===== src/rtl/pll_lock_sequencer.sv =====
// pll_lock_sequencer
//   Startup and lock-maintenance controller for the PLL macro. It powers the
//   PLL up with the loop open so the VCO can settle, then closes the loop and
//   waits for a run of synchronized lock samples. If acquisition times out,
//   it steps the VCO cap bank and retries until cap_max is exhausted. Once
//   locked, it watches for a sustained loss of lock and re-runs the
//   calibration at the same cap setting.
//
// Ports
//   clk_160MHz      : block clock
//   rst_b           : asynchronous active-low reset
//   enable          : run request; low forces IDLE on the next edge
//   instlock_async  : PLL instantaneous-lock flag (asynchronous)
//   cap_start       : first cap setting tried
//   cap_max         : last cap setting tried
//   pll_enable      : PLL enable
//   connect_pll     : closes the PLL loop
//   vco_cap_select  : VCO cap bank select
//   pll_locked      : lock declared
//   lock_fail       : all cap settings exhausted
//   state           : FSM state code
//   relock_count    : loss-of-lock events, saturating at 255
module pll_lock_sequencer #(
  parameter int WAIT_CYCLES  = 64,
  parameter int LOCK_COUNT   = 16,
  parameter int UNLOCK_COUNT = 4,
  parameter int TIMEOUT      = 4096,
  parameter int CAP_W        = 9
) (
  input  logic             clk_160MHz,
  input  logic             rst_b,
  input  logic             enable,
  input  logic             instlock_async,
  input  logic [CAP_W-1:0] cap_start,
  input  logic [CAP_W-1:0] cap_max,
  output logic             pll_enable,
  output logic             connect_pll,
  output logic [CAP_W-1:0] vco_cap_select,
  output logic             pll_locked,
  output logic             lock_fail,
  output logic [2:0]       state,
  output logic [7:0]       relock_count
);

  localparam logic [2:0] S_IDLE    = 3'd0;
  localparam logic [2:0] S_CAL     = 3'd1;
  localparam logic [2:0] S_ACQUIRE = 3'd2;
  localparam logic [2:0] S_LOCKED  = 3'd3;
  localparam logic [2:0] S_FAIL    = 3'd4;

  // One cycle counter serves the CAL wait and the ACQUIRE timeout; one run
  // counter serves the lock run (ACQUIRE) and the unlock run (LOCKED). Both
  // clear on every state change, so sharing them is safe.
  localparam int CYC_MAX = (WAIT_CYCLES > TIMEOUT) ? WAIT_CYCLES : TIMEOUT;
  localparam int RUN_MAX = (LOCK_COUNT > UNLOCK_COUNT) ? LOCK_COUNT : UNLOCK_COUNT;
  localparam int CYC_W   = $clog2(CYC_MAX + 1);
  localparam int RUN_W   = $clog2(RUN_MAX + 1);

  logic [1:0]       sync_reg;
  logic             lk;
  logic [2:0]       state_reg, state_next;
  logic [CAP_W-1:0] cap_reg, cap_next;
  logic [7:0]       relock_reg, relock_next;
  logic [CYC_W-1:0] cyc_reg, cyc_next;
  logic [RUN_W-1:0] run_reg, run_next;

  assign lk = sync_reg[1];

  always_comb begin
    state_next  = state_reg;
    cap_next    = cap_reg;
    relock_next = relock_reg;
    cyc_next    = '0;
    run_next    = run_reg;

    case (state_reg)
      S_IDLE: begin
        if (enable) begin
          state_next  = S_CAL;
          cap_next    = cap_start;
          relock_next = 8'd0;
        end
      end
      S_CAL: begin
        cyc_next = cyc_reg + 1'b1;
        if (cyc_reg == CYC_W'(WAIT_CYCLES - 1)) begin
          state_next = S_ACQUIRE;
        end
      end
      S_ACQUIRE: begin
        cyc_next = cyc_reg + 1'b1;
        run_next = lk ? run_reg + 1'b1 : '0;
        // Lock is tested first so it wins over a coincident timeout.
        if (lk && (run_reg == RUN_W'(LOCK_COUNT - 1))) begin
          state_next = S_LOCKED;
        end else if (cyc_reg == CYC_W'(TIMEOUT - 1)) begin
          if (cap_reg < cap_max) begin
            cap_next   = cap_reg + 1'b1;
            state_next = S_CAL;
          end else begin
            state_next = S_FAIL;
          end
        end
      end
      S_LOCKED: begin
        if (lk) begin
          run_next = '0;
        end else if (run_reg == RUN_W'(UNLOCK_COUNT - 1)) begin
          state_next  = S_CAL;
          relock_next = (relock_reg == 8'hFF) ? relock_reg : relock_reg + 8'd1;
        end else begin
          run_next = run_reg + 1'b1;
        end
      end
      S_FAIL: begin
        state_next = S_FAIL;
      end
      default: begin
        state_next = S_IDLE;
      end
    endcase

    // Dropping enable overrides every other transition; IDLE keeps the cap.
    if (!enable) begin
      state_next  = S_IDLE;
      cap_next    = cap_reg;
      relock_next = relock_reg;
    end

    if (state_next != state_reg) begin
      cyc_next = '0;
      run_next = '0;
    end
  end

  // Outputs are decoded from the next state so they are registered and
  // line up with the state register.
  always_ff @(posedge clk_160MHz or negedge rst_b) begin
    if (!rst_b) begin
      sync_reg    <= 2'b00;
      state_reg   <= S_IDLE;
      cap_reg     <= '0;
      relock_reg  <= 8'd0;
      cyc_reg     <= '0;
      run_reg     <= '0;
      pll_enable  <= 1'b0;
      connect_pll <= 1'b0;
      pll_locked  <= 1'b0;
      lock_fail   <= 1'b0;
    end else begin
      sync_reg    <= {sync_reg[0], instlock_async};
      state_reg   <= state_next;
      cap_reg     <= cap_next;
      relock_reg  <= relock_next;
      cyc_reg     <= cyc_next;
      run_reg     <= run_next;
      pll_enable  <= (state_next == S_CAL) || (state_next == S_ACQUIRE) ||
                     (state_next == S_LOCKED);
      connect_pll <= (state_next == S_ACQUIRE) || (state_next == S_LOCKED);
      pll_locked  <= (state_next == S_LOCKED);
      lock_fail   <= (state_next == S_FAIL);
    end
  end

  assign state          = state_reg;
  assign vco_cap_select = cap_reg;
  assign relock_count   = relock_reg;

endmodule


===== config.mk =====
export PLATFORM = sky130hd
export DESIGN_NAME = pll_lock_sequencer
export DESIGN_NICKNAME = d
export VERILOG_FILES = /design/src/rtl/pll_lock_sequencer.sv
export SDC_FILE = /design/constraint.sdc
export NUM_CORES = 1
export LEC_CHECK = 0
export CORE_ASPECT_RATIO = 1.5
export CORE_MARGIN = 2
export CORE_UTILIZATION = 36
export DETAILED_ROUTE_END_ITERATION = 8
export DONT_BUFFER_PORTS = 1
export GPL_TIMING_DRIVEN = 0
export SLEW_MARGIN = 5
export SYNTH_ARGS = -nofsm -noshare
export SYNTH_HDL_FRONTEND = slang
export SYNTH_SLANG_ARGS = --single-unit

===== constraint.sdc =====
create_clock -name clk_160MHz -period 3.1 [get_ports clk_160MHz]
set_input_delay 0.465 -clock clk_160MHz [delete_from_list [all_inputs] [get_ports clk_160MHz]]
set_output_delay 0.465 -clock clk_160MHz [all_outputs]
set_load 0.02 [all_outputs]

# After elaboration in Yosys (flattened, before gate mapping)
# Index checks and enable logic that the tools add are counted.
[word_totals] output_inout_bits=24 reg_bits=44 in_bits=22 wordCells=71
[op_classes] muxes=23 n_addsub=4 eq_ne=21 magnitude_cmp=1 reduce_logical=12
[op_table] op="$mux W9" count=3
[op_table] op="$mux W13" count=2
[op_table] op="$mux W8" count=3
[op_table] op="$mux W3" count=7
[op_table] op="$mux W5" count=4
[op_table] op="$pmux W9 S2" count=1
[op_table] op="$pmux W8 S2" count=1
[op_table] op="$pmux W3 S5" count=1
[op_table] op="$add A13 B1 Y13 const B" count=1
[op_table] op="$eq A13 B12 Y1 const B" count=1
[op_table] op="$eq A13 B6 Y1 const B" count=1
[op_table] op="$eq A3 B2 Y1 const B" count=4
[op_table] op="$ne A2 B2 Y1 const B" count=6
[op_table] op="$pmux W5 S2" count=1
[op_table] op="$reduce_and A5 Y1" count=2
[op_table] op="$add A9 B1 Y9 const B" count=1
[op_table] op="$lt A9 B9 Y1" count=1
[op_table] op="$add A8 B1 Y8 const B" count=1
[op_table] op="$eq A8 B8 Y1 const B" count=1
[op_table] op="$eq A3 B1 Y1 const B" count=2
[op_table] op="$eq A3 B3 Y1 const B" count=2
[op_table] op="$add A5 B1 Y5 const B" count=1
[op_table] op="$eq A5 B2 Y1 const B" count=1
[op_table] op="$eq A5 B4 Y1 const B" count=1
[op_table] op="other kinds (9)" count=12

# Depth between registers and ports, before layout
[depth] word_depth=9 ltp_mapped=9 mapped_depth_nobuf=8

# Least setup slack after synthesis
# Ideal clock, no wire load.
[synth_path] kind="register -> register" from="register run_reg[0]" to="register cyc_reg[10]" setup_time_ns=0.136 synth_period_minus_slack_ns=2.334 arrival_ns=2.197 path_slack_ns=0.766 required_time_ns=2.964 path_stages_with_launch=10 n_path_buf=1 path_cell_list="dfrtp_1 > ha_1 > and3_1 > ha_1 > a21oi_1 > nor4b_1 > nor3_1 > o31ai_4 > buf_6 > nor3_1"
[synth_via] elab_chain_cells=7 word_cells_on_any_way=10 cone_classes="3 x eq/ne; 6 x mux; 1 x reduce/logical"
[synth_lines] element="start: declaration" line="65" text="logic [RUN_W-1:0] run_reg, run_next;"
[synth_lines] element="start signal: assignment" line="156" text="run_reg <= run_next;"
[synth_lines] element="$eq A5 B2 Y1 / $eq A5 B4 Y1 (equally long branches)" line="108, 94"
[synth_lines] element="$mux W3 / $logic_and A1 B1 Y1 (equally long branches)" line="108, 94"
[synth_lines] element="$mux W3 (on tied branches)" line="106, 94"
[synth_lines] element="$pmux W3 S5 *" line="76" text="case (state_reg)"
[synth_lines] element="$mux W3 *" line="124" text="if (!enable) begin"
[synth_lines] element="$ne A3 B3 Y1 *" line="130" text="if (state_next != state_reg) begin"
[synth_lines] element="$mux W13 *" line="130"
[synth_lines] element="net cyc_next[10]" line="64" text="logic [CYC_W-1:0] cyc_reg, cyc_next;"
[synth_lines] element="end signal: assignment" line="155" text="cyc_reg <= cyc_next;"
[synth_lines] element="end: declaration" line="64"
# Mark *: on every way through the listed nets, which the timed path passes. The rest lies on a longest branch.
# A chain may end at the register's enable or synchronous reset.

# Worst setup path after layout
[layout_path] from="register run_reg[0]" to="register cyc_reg[9]"
# The elaborated chain is that of the path after synthesis.

==> summary.json <==
{
  "yosysSeqAreaShare": {"value": 0.406},
  "first_global_vias": {"value": 2269},
  "critical_path.endpoint_type": {"value": "flop"},
  "setup.worst_path.class": {"value": "flop to flop"},
  "clkPwrFrac": {"value": 0.363},
  "yosys_warnings": {"value": 0},
  "synth_area_per_cell": {"value": 9.02, "unit": "µm²"},
  "detail_route.iter0.violations": {"value": 117},
  "finalMaxSlewViolations": {"value": 0},
  "tritoncts": {"value": "done"},
  "finClkSkew": {"value": 0.0114, "unit": "ns"},
  "largest_reg_flops": {"value": 13},
  "core": {"value": 7270, "unit": "µm²"},
  "slowest_stage": {"value": "sky130_fd_sc_hd__nor4b_1"},
  "portBuffers": {"value": 0},
  "routed_via_density": {"value": 5.56},
  "die-area": {"value": 8270, "unit": "µm²"},
  "grt_first_pass_wirelength": {"value": 10800, "unit": "µm"},
  "grtUsageTotal": {"value": 0.171},
  "hold_path.class": {"value": "input pin to flop"},
  "power.sequential.fraction": {"value": 0.521},
  "initial_utilization": {"value": 0.373},
  "clock_latency": {"value": 0.30, "unit": "ns"},
  "antennaDiodeCount": {"value": 0},
  "worstPathArrival": {"value": 3.01, "unit": "ns"},
  "syn-cell-area": {"value": 2720, "unit": "µm²"},
  "area.sequential": {"value": 1100, "unit": "µm²"},
  "synth.largest_area_cell": {"value": "sky130_fd_sc_hd__dfrtp_1"},
  "num_vias": {"value": 2285},
  "cts_resized": {"value": 0},
  "fp-row-count": {"value": 38},
  "path_max_fanout": {"value": 10},
  "area_growth_from_synthesis_to_layout": {"value": 10.1, "unit": "%"},
  "hpwl": {"value": 4860, "unit": "µm"},
  "critical-path-max-stage-delay": {"value": 0.59, "unit": "ns"},
  "cts-buffers-inserted": {"value": 5},
  "share_comb_of_total_power": {"value": 0.117},
  "cap_violations": {"value": 0},
  "vdd_drop_max": {"value": 0.167, "unit": "mV"},
  "relSlewSlack": {"value": 0.529},
  "avgRoutedWirePerCell": {"value": 16.0, "unit": "µm"},
  "count_of_distinct_cell_types_in_the_synthesized_netlist": {"value": 59},
  "finalHoldViolations": {"value": 0},
  "finalWorstPathRequiredPeriod": {"value": 2.84, "unit": "ns"},
  "power.net_switching": {"value": 0.000347, "unit": "W"},
  "synth.most_common_cell": {"value": "sky130_fd_sc_hd__dfrtp_1"},
  "route.detailed.drc": {"value": 0},
  "power_switching_share": {"value": 0.281},
  "setup_total_negative_slack": {"value": 0, "unit": "ns"},
  "wl": {"value": 6570, "unit": "µm"},
  "report.final.setup_viol": {"value": 0},
  "clock_path_buffers": {"value": 2},
  "grt_start_max_net_pins": {"value": 45},
  "grt_antenna_before_repair": {"value": 0},
  "holdWs": {"value": 0.191, "unit": "ns"},
  "predominant_post_synthesis_flop_cell": {"value": "sky130_fd_sc_hd__dfrtp_1"},
  "netlist_instances": {"value": 301},
  "synth.top_cells.by_count": {"value": "sky130_fd_sc_hd__dfrtp_1 (44), sky130_fd_sc_hd__nand2_1 (25), sky130_fd_sc_hd__nor2_1 (24)"},
  "synth.top_cell.area_share": {"value": 0.406},
  "detail_route.first_pass.iterations": {"value": 4},
  "gp_weighted_congestion": {"value": 0.865},
  "ys_top_cells_by_area": {"value": "sky130_fd_sc_hd__dfrtp_1 (41%), sky130_fd_sc_hd__ha_1 (6.0%), sky130_fd_sc_hd__o21ai_0 (4.1%)"},
  "ant_nets": {"value": 0},
  "ctsRootBufferMaster": {"value": "sky130_fd_sc_hd__clkbuf_8"},
  "path_cells": {"value": "ha_1, and3_1, ha_1, a21oi_1, nor4b_1, nor3_1, o31ai_4, buf_6, nor3_1"},
  "cts.clk_slew.worst_paths": {"value": 0.08, "unit": "ns"},
  "num-fill-cells": {"value": 732},
  "p_leak": {"value": 1.21, "unit": "nW"},
  "nNetsFinal": {"value": 345},
  "multi_input_comb_area": {"value": 1490, "unit": "µm²"},
  "grt_setup_unrepaired": {"value": "false"},
  "chipHeight": {"value": 110, "unit": "µm"},
  "number_of_enable_flip_flop_cells_after_synthesis": {"value": 0},
  "synth.ff_latch_count": {"value": 44},
  "async_flop_share": {"value": 1.00},
  "maximum_achievable_frequency": {"value": 352, "unit": "MHz"},
  "htree_num_levels": {"value": 2},
  "io_pins": {"value": 46},
  "clock-sinks": {"value": 44},
  "crit_path_start_kind": {"value": "flop"},
  "min_period_over_period": {"value": 0.917},
  "cp.required": {"value": 3.27, "unit": "ns"},
  "power.internal": {"value": 0.000889, "unit": "W"},
  "worstMarginPinSlew": {"value": 0.696, "unit": "ns"},
  "run_status": {"value": "complete, no violations"},
  "layout-drive-gt1-share": {"value": 0.0900},
  "die_w": {"value": 74.9, "unit": "µm"},
  "synthesis.nets": {"value": 336},
  "power_density": {"value": 413, "unit": "nW/µm²"},
  "grt_overflow_total": {"value": 0}
}
worst max-delay path, delay by kind of cell (launching register included):
kind	cells	cell delay, ns
AO/OA/AOI/OAI	2	0.62
flip-flops	1	0.43
adder cells (fa/ha/maj)	2	0.46
AND/OR/NAND/NOR	4	1.01
buffers and inverters	1	0.21
metal layers:
layer / wire, µm / share of wire / up-vias / GRT usage
li1: - / - / 1123 / -
met1: 2670 / 0.41 / 1100 / 0.199
met2: 3430 / 0.52 / 51 / 0.302
met3: 289 / 0.044 / 11 / 0.0291
met4: 172 / 0.026 / 0 / 0.0714
met5: 0 / 0 / - / 0
repair_timing:
item	4_1_cts	5_1_grt
setup buffers	0	0
hold buffers	1	1
endpoints found under the hold margin	44	1
stage by stage:
step / area, µm² / total power [W] / worst slack, ns / instances / util
after global routing: 2990 / 0.00129 / 0.00417 / 411 / 0.411
after detailed placement: 2840 / 0.000783 / 0.305 / 401 / 0.390
after CTS: 2980 / 0.00125 / 0.279 / 410 / 0.410
final: 2990 / 0.00124 / 0.259 / 411 / 0.411
after global placement: 2840 / 0.000779 / 0.269 / 401 / 0.390
after floorplan: 2720 / 0.000746 / 0.766 / 301 / -
kinds of logic after synthesis:
family                   after synthesis  share of synthesized area
buffers and inverters                 29                     0.0461
XOR/XNOR                              12                     0.0387
flip-flops                            44                      0.406
AO/OA/AOI/OAI                         82                      0.213
AND/OR/NAND/NOR                      121                      0.237
adder cells (fa/ha/maj)               13                     0.0599
layout make-up:
cell class | count | share of cell area
multi-input combinational | 228 | 0.498
sequential | 44 | 0.368
tap | 100 | 0.0419
clock buffer | 5 | 0.0230
buffer | 14 | 0.0230
inverter | 15 | 0.0188
clock inverter | 3 | 0.0142
timing repair buffer | 2 | 0.0126
power groups by stage:
stage	logic (W)	clock network, W	registers [W]
2_1_floorplan	0.000101	0	0.000645
3_3_place_gp	0.000124	0	0.000655
3_5_place_dp	0.000128	0	0.000655
4_1_cts	0.000144	0.000464	0.000644
5_1_grt	0.000163	0.000483	0.000647
6_report	0.000144	0.000448	0.000643
cell usage in the layout (no fill, tap or decap), types with 2 or more instances in the layout:
cell                       Yosys  layout
sky130_fd_sc_hd__or3_1         3       3
sky130_fd_sc_hd__nand4_1       6       6
sky130_fd_sc_hd__o21bai_1      2       2
sky130_fd_sc_hd__a211oi_1      2       2
sky130_fd_sc_hd__nand3_1      15      15
sky130_fd_sc_hd__nor2b_1       5       5
sky130_fd_sc_hd__a21oi_1      14      14
sky130_fd_sc_hd__nand2b_1      4       4
sky130_fd_sc_hd__or2_2         2       2
sky130_fd_sc_hd__o21ai_0      22      22
sky130_fd_sc_hd__nor4b_1       2       2
sky130_fd_sc_hd__o22a_1        3       3
sky130_fd_sc_hd__o22ai_1       4       4
sky130_fd_sc_hd__nor2_1       24      24
sky130_fd_sc_hd__a21boi_0      3       3
sky130_fd_sc_hd__nor4_1        2       2
sky130_fd_sc_hd__and3_1        5       5
sky130_fd_sc_hd__dfrtp_1      44      44
sky130_fd_sc_hd__ha_1         13      13
sky130_fd_sc_hd__o21a_1        2       2
sky130_fd_sc_hd__inv_1        15      15
sky130_fd_sc_hd__nand2_1      25      25
sky130_fd_sc_hd__o31ai_1       5       5
sky130_fd_sc_hd__xnor2_1       7       7
sky130_fd_sc_hd__a31o_2        3       3
sky130_fd_sc_hd__buf_2         4       4
sky130_fd_sc_hd__and4_1        2       2
sky130_fd_sc_hd__xor2_1        5       5
sky130_fd_sc_hd__nor3_1       17      17
sky130_fd_sc_hd__a31oi_1       5       5
sky130_fd_sc_hd__clkbuf_1      8       8
sky130_fd_sc_hd__clkbuf_8      0       5
final timing paths:
kind / start / endpoint / slack [ns] / depth (start not counted)
max reg2reg: run_reg[0] / cyc_reg[9] / 0.26 / 9
min in group asynchronous: rst_b / cyc_reg[12] / 0.68 / 2
min reg2reg: sync_reg[0] / sync_reg[1] / 0.35 / 0
max in group asynchronous: rst_b / relock_count[1] / 2.21 / 2
min: instlock_async / sync_reg[0] / 0.19 / 0
max: run_reg[0] / cyc_reg[9] / 0.26 / 9
(Power assumes the default switching activity.)
